--- config.mk ---
export PLATFORM = sky130hd
export DESIGN_NAME = sevenseg_scan_driver
export DESIGN_NICKNAME = d
export VERILOG_FILES = /design/src/rtl/sevenseg_scan_driver.sv
export SDC_FILE = /design/constraint.sdc
export NUM_CORES = 1
export LEC_CHECK = 0
export BUFFER_PORTS_ARGS = -buffer_cell sky130_fd_sc_hd__buf_2
export CORE_ASPECT_RATIO = 0.8
export CORE_MARGIN = 1
export CORE_UTILIZATION = 30
export CTS_CLUSTER_DIAMETER = 30
export CTS_CLUSTER_SIZE = 12
export DETAILED_ROUTE_END_ITERATION = 7
export GPL_ROUTABILITY_DRIVEN = 0
export HOLD_SLACK_MARGIN = 0.05
export SKIP_CTS_REPAIR_TIMING = 1
export SLEW_MARGIN = 10
export SYNTH_ARGS = -nofsm -noshare
export SYNTH_HDL_FRONTEND = slang
export SYNTH_SLANG_ARGS = --single-unit
--- constraint.sdc ---
create_clock -name clk -period 10.43 [get_ports clk]
set_input_delay 1.5645 -clock clk [delete_from_list [all_inputs] [get_ports clk]]
set_output_delay 1.5645 -clock clk [all_outputs]
set_load 0.05 [all_outputs]
--- src/rtl/sevenseg_scan_driver.sv ---
// sevenseg_scan_driver: multiplexes two 0..99 values onto a 4-digit
// common-anode 7-segment display as "LL.RR", converting binary to BCD by
// repeated subtraction once per scan frame.
// Ports: clk, rst_n (async, active-low); left_val/right_val [7:0] binary
// inputs; blank forces anodes off; an[3:0] anodes (an[3] leftmost),
// seg[6:0] {g..a} and dp, all active-low and registered.
// Option: SEVENSEG_LEADING_ZERO_BLANK_EN darkens a zero left tens digit.
module sevenseg_scan_driver #(
  parameter int unsigned REFRESH_DIV = 50000
) (
  input  logic       clk,
  input  logic       rst_n,
  input  logic [7:0] left_val,
  input  logic [7:0] right_val,
  input  logic       blank,
  output logic [3:0] an,
  output logic [6:0] seg,
  output logic       dp
);

  localparam int PW = $clog2(REFRESH_DIV);
  localparam logic [PW-1:0] PMAX = PW'(REFRESH_DIV - 1);

  localparam logic [1:0] S_IDLE  = 2'd0;
  localparam logic [1:0] S_LATCH = 2'd1;
  localparam logic [1:0] S_CONV  = 2'd2;
  localparam logic [1:0] S_LOAD  = 2'd3;

  localparam logic [6:0] DASH = 7'b0111111;
  localparam logic [6:0] DARK = 7'b1111111;

  function automatic logic [6:0] seg7(input logic [3:0] d);
    logic [6:0] s;
    case (d)
      4'd0:    s = 7'b1000000;
      4'd1:    s = 7'b1111001;
      4'd2:    s = 7'b0100100;
      4'd3:    s = 7'b0110000;
      4'd4:    s = 7'b0011001;
      4'd5:    s = 7'b0010010;
      4'd6:    s = 7'b0000010;
      4'd7:    s = 7'b1111000;
      4'd8:    s = 7'b0000000;
      4'd9:    s = 7'b0010000;
      default: s = DARK;
    endcase
    return s;
  endfunction

  logic [PW-1:0] pcnt_q, pcnt_d;
  logic [1:0]    didx_q, didx_d;
  logic          tick, fstart;

  logic [1:0] st_q, st_d;
  logic       pend_q, pend_d;
  logic [7:0] smp_l_q, smp_l_d, smp_r_q, smp_r_d;
  logic [7:0] rem_l_q, rem_l_d, rem_r_q, rem_r_d;
  logic [3:0] ten_l_q, ten_l_d, ten_r_q, ten_r_d;
  logic       ok_l_q, ok_l_d, ok_r_q, ok_r_d;
  logic       sub_l, sub_r;

  // Conversion result waits in buf_* until the next frame start so a
  // frame never mixes digits of two samples.
  logic [3:0] buf_lt_q, buf_lt_d, buf_lu_q, buf_lu_d;
  logic [3:0] buf_rt_q, buf_rt_d, buf_ru_q, buf_ru_d;
  logic       buf_lok_q, buf_lok_d, buf_rok_q, buf_rok_d;

  logic [3:0] act_lt_q, act_lt_d, act_lu_q, act_lu_d;
  logic [3:0] act_rt_q, act_rt_d, act_ru_q, act_ru_d;
  logic       act_lok_q, act_lok_d, act_rok_q, act_rok_d;

  logic [3:0] an_q, an_d;
  logic [6:0] seg_q, seg_d;
  logic       dp_q, dp_d;
  logic [3:0] dig;
  logic       dok;

  always_comb begin
    tick   = (pcnt_q == PMAX);
    pcnt_d = tick ? '0 : pcnt_q + PW'(1);
    didx_d = tick ? didx_q - 2'd1 : didx_q;
    fstart = tick && (didx_q == 2'd0);
  end

  always_comb begin
    st_d     = st_q;
    pend_d   = pend_q;
    smp_l_d  = smp_l_q;
    smp_r_d  = smp_r_q;
    rem_l_d  = rem_l_q;
    rem_r_d  = rem_r_q;
    ten_l_d  = ten_l_q;
    ten_r_d  = ten_r_q;
    ok_l_d   = ok_l_q;
    ok_r_d   = ok_r_q;
    buf_lt_d = buf_lt_q;
    buf_lu_d = buf_lu_q;
    buf_rt_d = buf_rt_q;
    buf_ru_d = buf_ru_q;
    buf_lok_d = buf_lok_q;
    buf_rok_d = buf_rok_q;
    // Out-of-range samples skip subtraction so conversion stays bounded.
    sub_l = ok_l_q && (rem_l_q >= 8'd10);
    sub_r = ok_r_q && (rem_r_q >= 8'd10);
    unique case (st_q)
      S_IDLE: begin
        if (fstart || pend_q) begin
          smp_l_d = left_val;
          smp_r_d = right_val;
          pend_d  = 1'b0;
          st_d    = S_LATCH;
        end
      end
      S_LATCH: begin
        rem_l_d = smp_l_q;
        rem_r_d = smp_r_q;
        ten_l_d = 4'd0;
        ten_r_d = 4'd0;
        ok_l_d  = (smp_l_q <= 8'd99);
        ok_r_d  = (smp_r_q <= 8'd99);
        st_d    = S_CONV;
      end
      S_CONV: begin
        if (sub_l) begin
          rem_l_d = rem_l_q - 8'd10;
          ten_l_d = ten_l_q + 4'd1;
        end
        if (sub_r) begin
          rem_r_d = rem_r_q - 8'd10;
          ten_r_d = ten_r_q + 4'd1;
        end
        if (!sub_l && !sub_r) st_d = S_LOAD;
      end
      S_LOAD: begin
        buf_lt_d  = ten_l_q;
        buf_lu_d  = rem_l_q[3:0];
        buf_rt_d  = ten_r_q;
        buf_ru_d  = rem_r_q[3:0];
        buf_lok_d = ok_l_q;
        buf_rok_d = ok_r_q;
        st_d      = S_IDLE;
      end
    endcase
  end

  always_comb begin
    act_lt_d  = fstart ? buf_lt_q  : act_lt_q;
    act_lu_d  = fstart ? buf_lu_q  : act_lu_q;
    act_rt_d  = fstart ? buf_rt_q  : act_rt_q;
    act_ru_d  = fstart ? buf_ru_q  : act_ru_q;
    act_lok_d = fstart ? buf_lok_q : act_lok_q;
    act_rok_d = fstart ? buf_rok_q : act_rok_q;
  end

  // Outputs are built from next-state index and digits so all three
  // change on the same edge as didx.
  always_comb begin
    dig = act_ru_d;
    dok = act_rok_d;
    unique case (didx_d)
      2'd3: begin dig = act_lt_d; dok = act_lok_d; end
      2'd2: begin dig = act_lu_d; dok = act_lok_d; end
      2'd1: begin dig = act_rt_d; dok = act_rok_d; end
      2'd0: begin dig = act_ru_d; dok = act_rok_d; end
    endcase
    seg_d = dok ? seg7(dig) : DASH;
`ifdef SEVENSEG_LEADING_ZERO_BLANK_EN
    if (didx_d == 2'd3 && dok && dig == 4'd0) seg_d = DARK;
`endif
    an_d = blank ? 4'b1111 : ~(4'b0001 << didx_d);
    dp_d = !((didx_d == 2'd2) && !blank);
  end

  always_ff @(posedge clk or negedge rst_n) begin
    if (!rst_n) begin
      pcnt_q    <= '0;
      didx_q    <= 2'd0;
      st_q      <= S_IDLE;
      pend_q    <= 1'b1;
      smp_l_q   <= 8'd0;
      smp_r_q   <= 8'd0;
      rem_l_q   <= 8'd0;
      rem_r_q   <= 8'd0;
      ten_l_q   <= 4'd0;
      ten_r_q   <= 4'd0;
      ok_l_q    <= 1'b1;
      ok_r_q    <= 1'b1;
      buf_lt_q  <= 4'd0;
      buf_lu_q  <= 4'd0;
      buf_rt_q  <= 4'd0;
      buf_ru_q  <= 4'd0;
      buf_lok_q <= 1'b1;
      buf_rok_q <= 1'b1;
      act_lt_q  <= 4'd0;
      act_lu_q  <= 4'd0;
      act_rt_q  <= 4'd0;
      act_ru_q  <= 4'd0;
      act_lok_q <= 1'b1;
      act_rok_q <= 1'b1;
      an_q      <= 4'b1111;
      seg_q     <= DARK;
      dp_q      <= 1'b1;
    end else begin
      pcnt_q    <= pcnt_d;
      didx_q    <= didx_d;
      st_q      <= st_d;
      pend_q    <= pend_d;
      smp_l_q   <= smp_l_d;
      smp_r_q   <= smp_r_d;
      rem_l_q   <= rem_l_d;
      rem_r_q   <= rem_r_d;
      ten_l_q   <= ten_l_d;
      ten_r_q   <= ten_r_d;
      ok_l_q    <= ok_l_d;
      ok_r_q    <= ok_r_d;
      buf_lt_q  <= buf_lt_d;
      buf_lu_q  <= buf_lu_d;
      buf_rt_q  <= buf_rt_d;
      buf_ru_q  <= buf_ru_d;
      buf_lok_q <= buf_lok_d;
      buf_rok_q <= buf_rok_d;
      act_lt_q  <= act_lt_d;
      act_lu_q  <= act_lu_d;
      act_rt_q  <= act_rt_d;
      act_ru_q  <= act_ru_d;
      act_lok_q <= act_lok_d;
      act_rok_q <= act_rok_d;
      an_q      <= an_d;
      seg_q     <= seg_d;
      dp_q      <= dp_d;
    end
  end

  assign an  = an_q;
  assign seg = seg_q;
  assign dp  = dp_q;

endmodule
==> metrics.md <==
| Metric | Value |
|---|---|
| TritonCTS buffer count | 9 |
| Vias | roughly 3700 |
| Clk_skew | between 0.009 and 0.01 ns |
| Total gr overflow | 0 |
| HPWL Detailed | 7870 µm |
| Final Max Tran Viols | 0 |
| Hold Crit Class | reg2reg |
| Leakage | 0.00282 µW |
| Placed cell count | ~740 |
| Final Hold Viols | 0 |
| Die H | 123 µm |
| Vias in the first global route | 3679 |
| Drt first pass iters | 7 |
| DRC errors left | 0 |
| Layout cells sized above 1 | approximately 23% |
| Clk buf depth | 2 |
| Post-Syn Area | between 5000 and 6000 µm² |
| Area grow syn2layout | 12.1% |
| Worst-path fanout max | 17 |
| Largest net degree at the start of global routing | just under 80 |
| Outcome | finished, final reports clean |
| Startpoint Class | register |
| Setup TNS | 0 ns |
| Finished Core Util | a little over a third |
| Pwr dens | between 100 and 150 nW/µm² |
| Slew @ Worst Pin | 0.980 ns |
| Port Buffers | 30 |
| Fillcell total | between 1500 and 2000 |
| Antenna violations before repair | 0 |
| Fraction of registers with async set/reset | 100% |
| Vias/cell | 4.92 |
| Clock transition at path regs | 0.07 ns |
| CTS root buf | clkbuf_16 |
| Die ar. | between 15000 and 20000 µm² |
| Synth Instances | around 500 |
| Core footprint | around 18000 µm² |
| #FFs+latches synth | 110 |
| Post-Route WL | 11100 µm |
| # setup viols final | 0 |
| H-tree levels | 3 |
| # IOs | 31 |
| First-pass GRT wire length | 18700 µm |
| Cell Count, Final, Fillers Out | ~750 |
| Min Hold Slack | between 0.4 and 0.5 ns |
| Worst EP arrival | 4.36 ns |
| Fin nets | 560 |
| Die X | about 150 µm |
| Crit share post-route | between 30% and 40% |
| FMAX | 0.244 GHz |
| RSZ-0062 raised after global routing | no |
| Initial DRC Count | roughly 210 |
| CP Capture Type | register |
| Worst-Skew Late Latency | approximately 0.36 ns |
| Starting density of the core | between 30% and 40% |
| Synth warnings | 0 |
| VDD IR max | ~0.09 mV |
| Post-DR wirelength/cell | ~15 µm |
| WS Path Type | reg2reg |
| Synth Flop Type | dfrtp_1 |
| Row cnt | 43 |
| # clock sinks | 110 |
| Post-route design area | 6160 µm² |
| Synthesized Nets | between 500 and 600 |
| Final min period | around 4 ns |
| Antenna Nets Post-Route | 0 |
| Critical Path RT | ~11 ns |
| Number of synthesized flops with an enable pin | 0 |
| Synth cell types | 66 |
| Syn_area_per_cell | 11.0 µm² |
| Post-Place Cell Area | between 5000 and 6000 µm² |
| CTS tree | built |
| Headroom to the max-slew limit | 34.7% |
| Seq/Total Area, Yosys | roughly half |
| Max cap viols | 0 |
| # diodes | 0 |
| GR Util All Layers | between 10 and 15% |
[cell usage after synthesis, types with 2 or more instances]
cell | count | area [µm²]
nor2b_1 | 3 | 18.8
nand3b_1 | 2 | 15.0
nand4_1 | 4 | 25.0
xnor2_1 | 7 | 61.3
nor2_2 | 2 | 12.5
inv_1 | 33 | 124
mux2_2 | 28 | 315
o21ai_1 | 7 | 35.0
nand3_1 | 15 | 75.1
o21ai_0 | 26 | 130
nand2_1 | 66 | 248
o311a_1 | 3 | 30.0
nor3_1 | 10 | 50.1
or2_1 | 2 | 12.5
nor2_1 | 28 | 105
mux2_1 | 12 | 135
buf_6 | 2 | 22.5
mux4_2 | 4 | 90.1
o31ai_1 | 4 | 30.0
a31oi_1 | 5 | 31.3
or4b_4 | 2 | 27.5
ha_1 | 17 | 213
dfrtp_1 | 92 | 2300
xor2_1 | 10 | 87.6
clkbuf_1 | 15 | 56.3
mux2i_4 | 2 | 45.0
nand2b_1 | 2 | 12.5
mux2i_2 | 2 | 27.5
nand4b_1 | 2 | 17.5
o22ai_1 | 3 | 18.8
a211oi_1 | 3 | 22.5
a21o_1 | 2 | 15.0
nor4_4 | 3 | 63.8
a21oi_1 | 18 | 90.1
dfstp_2 | 18 | 473
or3_1 | 6 | 37.5
mux2i_1 | 12 | 120
[sequential cells by signal, summed over array words and instances, names as in the netlist, 7 cells and up]
register  cells
pcnt_q       16
smp_l_q       8
smp_r_q       8
rem_r_q       8
rem_l_q       8
seg           7
[cells by family (layout without fill, tap and decap cells)]
| kind of cell | after synthesis | count (layout) | synth area share, % |
|---|---|---|---|
| compound gates | 86 | 86 | 10.5 |
| flops | 110 | 110 | 50.5 |
| buf+inv | 55 | 83 | 4.44 |
| mux | 60 | 60 | 13.4 |
| simple gates | 156 | 156 | 14.6 |
| xor+xnor | 17 | 17 | 2.71 |
| fa+ha+maj | 17 | 17 | 3.87 |
[power by group]
| part | total, µW | switching [µW] | leakage [µW] | internal [µW] |
|---|---|---|---|---|
| Clock | 376 | 158 | 0.000156 | 218 |
| Sequential | 433 | 2.45 | 0.00142 | 430 |
| Combinational | 16.6 | 11.1 | 0.00124 | 5.51 |
[layout make-up]
| class | count | area (µm²) | share of cell area (%) |
|---|---|---|---|
| clock buffers | 11 | 243 | 3.94 |
| clock inverters | 5 | 81.3 | 1.32 |
| multi-input cells | 336 | 2470 | 40.1 |
| inverters | 34 | 129 | 2.09 |
| well taps | 225 | 282 | 4.57 |
| flip-flops and latches | 110 | 2780 | 45.1 |
| repair buffers | 33 | 175 | 2.85 |
[final timing paths]
path                                          end  depth (start not counted)           startpoint  slack [ns]
setup / recovery                 seg[3]$_DFF_PN1_                         12  didx_q[0]$_DFF_PN0_        6.34
hold / removal                 pend_q$_DFFE_PN1P_                          2   pend_q$_DFFE_PN1P_        0.47
setup reg to reg                 seg[3]$_DFF_PN1_                         12  didx_q[0]$_DFF_PN0_        6.34
hold reg to reg                pend_q$_DFFE_PN1P_                          2   pend_q$_DFFE_PN1P_        0.47
max in group asynchronous     pcnt_q[7]$_DFF_PN0_                          2                rst_n        7.97
min in group asynchronous  smp_r_q[5]$_DFFE_PN0P_                          1                rst_n        1.14
[critical path, stage by stage (launching register included)]
cell	delay (ns)
dfrtp_1	0.62
inv_1	0.20
ha_1	0.47
nand4_1	0.27
or4_1	0.90
mux2i_1	0.24
o31ai_2	0.25
a21oi_1	0.11
or2_1	0.30
ha_1	0.31
inv_1	0.06
nor2_1	0.04
o31ai_1	0.23
[per-layer routing]
metal	vias up	global-route usage [%]	share of wire [%]	wire length (µm)
met3	10	3.36	2.8	310
met5	-	0	0	0
met1	1855	16.4	48	5370
li1	1796	-	-	-
met4	0	4.04	1.0	114
met2	45	20.8	48	5290
[stage by stage]
stage                     total power, µW  setup slack (ns)
after global placement                458              6.50
after global routing                  853              6.00
final                                 825              6.34
after CTS                             836              6.28
after floorplan                       444              6.64
after detailed placement              458              6.32
[cells in the final DEF, fill, tap and decap left out, drive strengths merged, types with 15 or more instances in the layout]
cell	instances
nor2	30
a21oi	18
nand2	66
buf	33
mux2	40
dfrtp	92
o21ai	33
ha	17
inv	34
mux2i	16
dfstp	18
nand3	15
(Power assumes the default switching activity.)
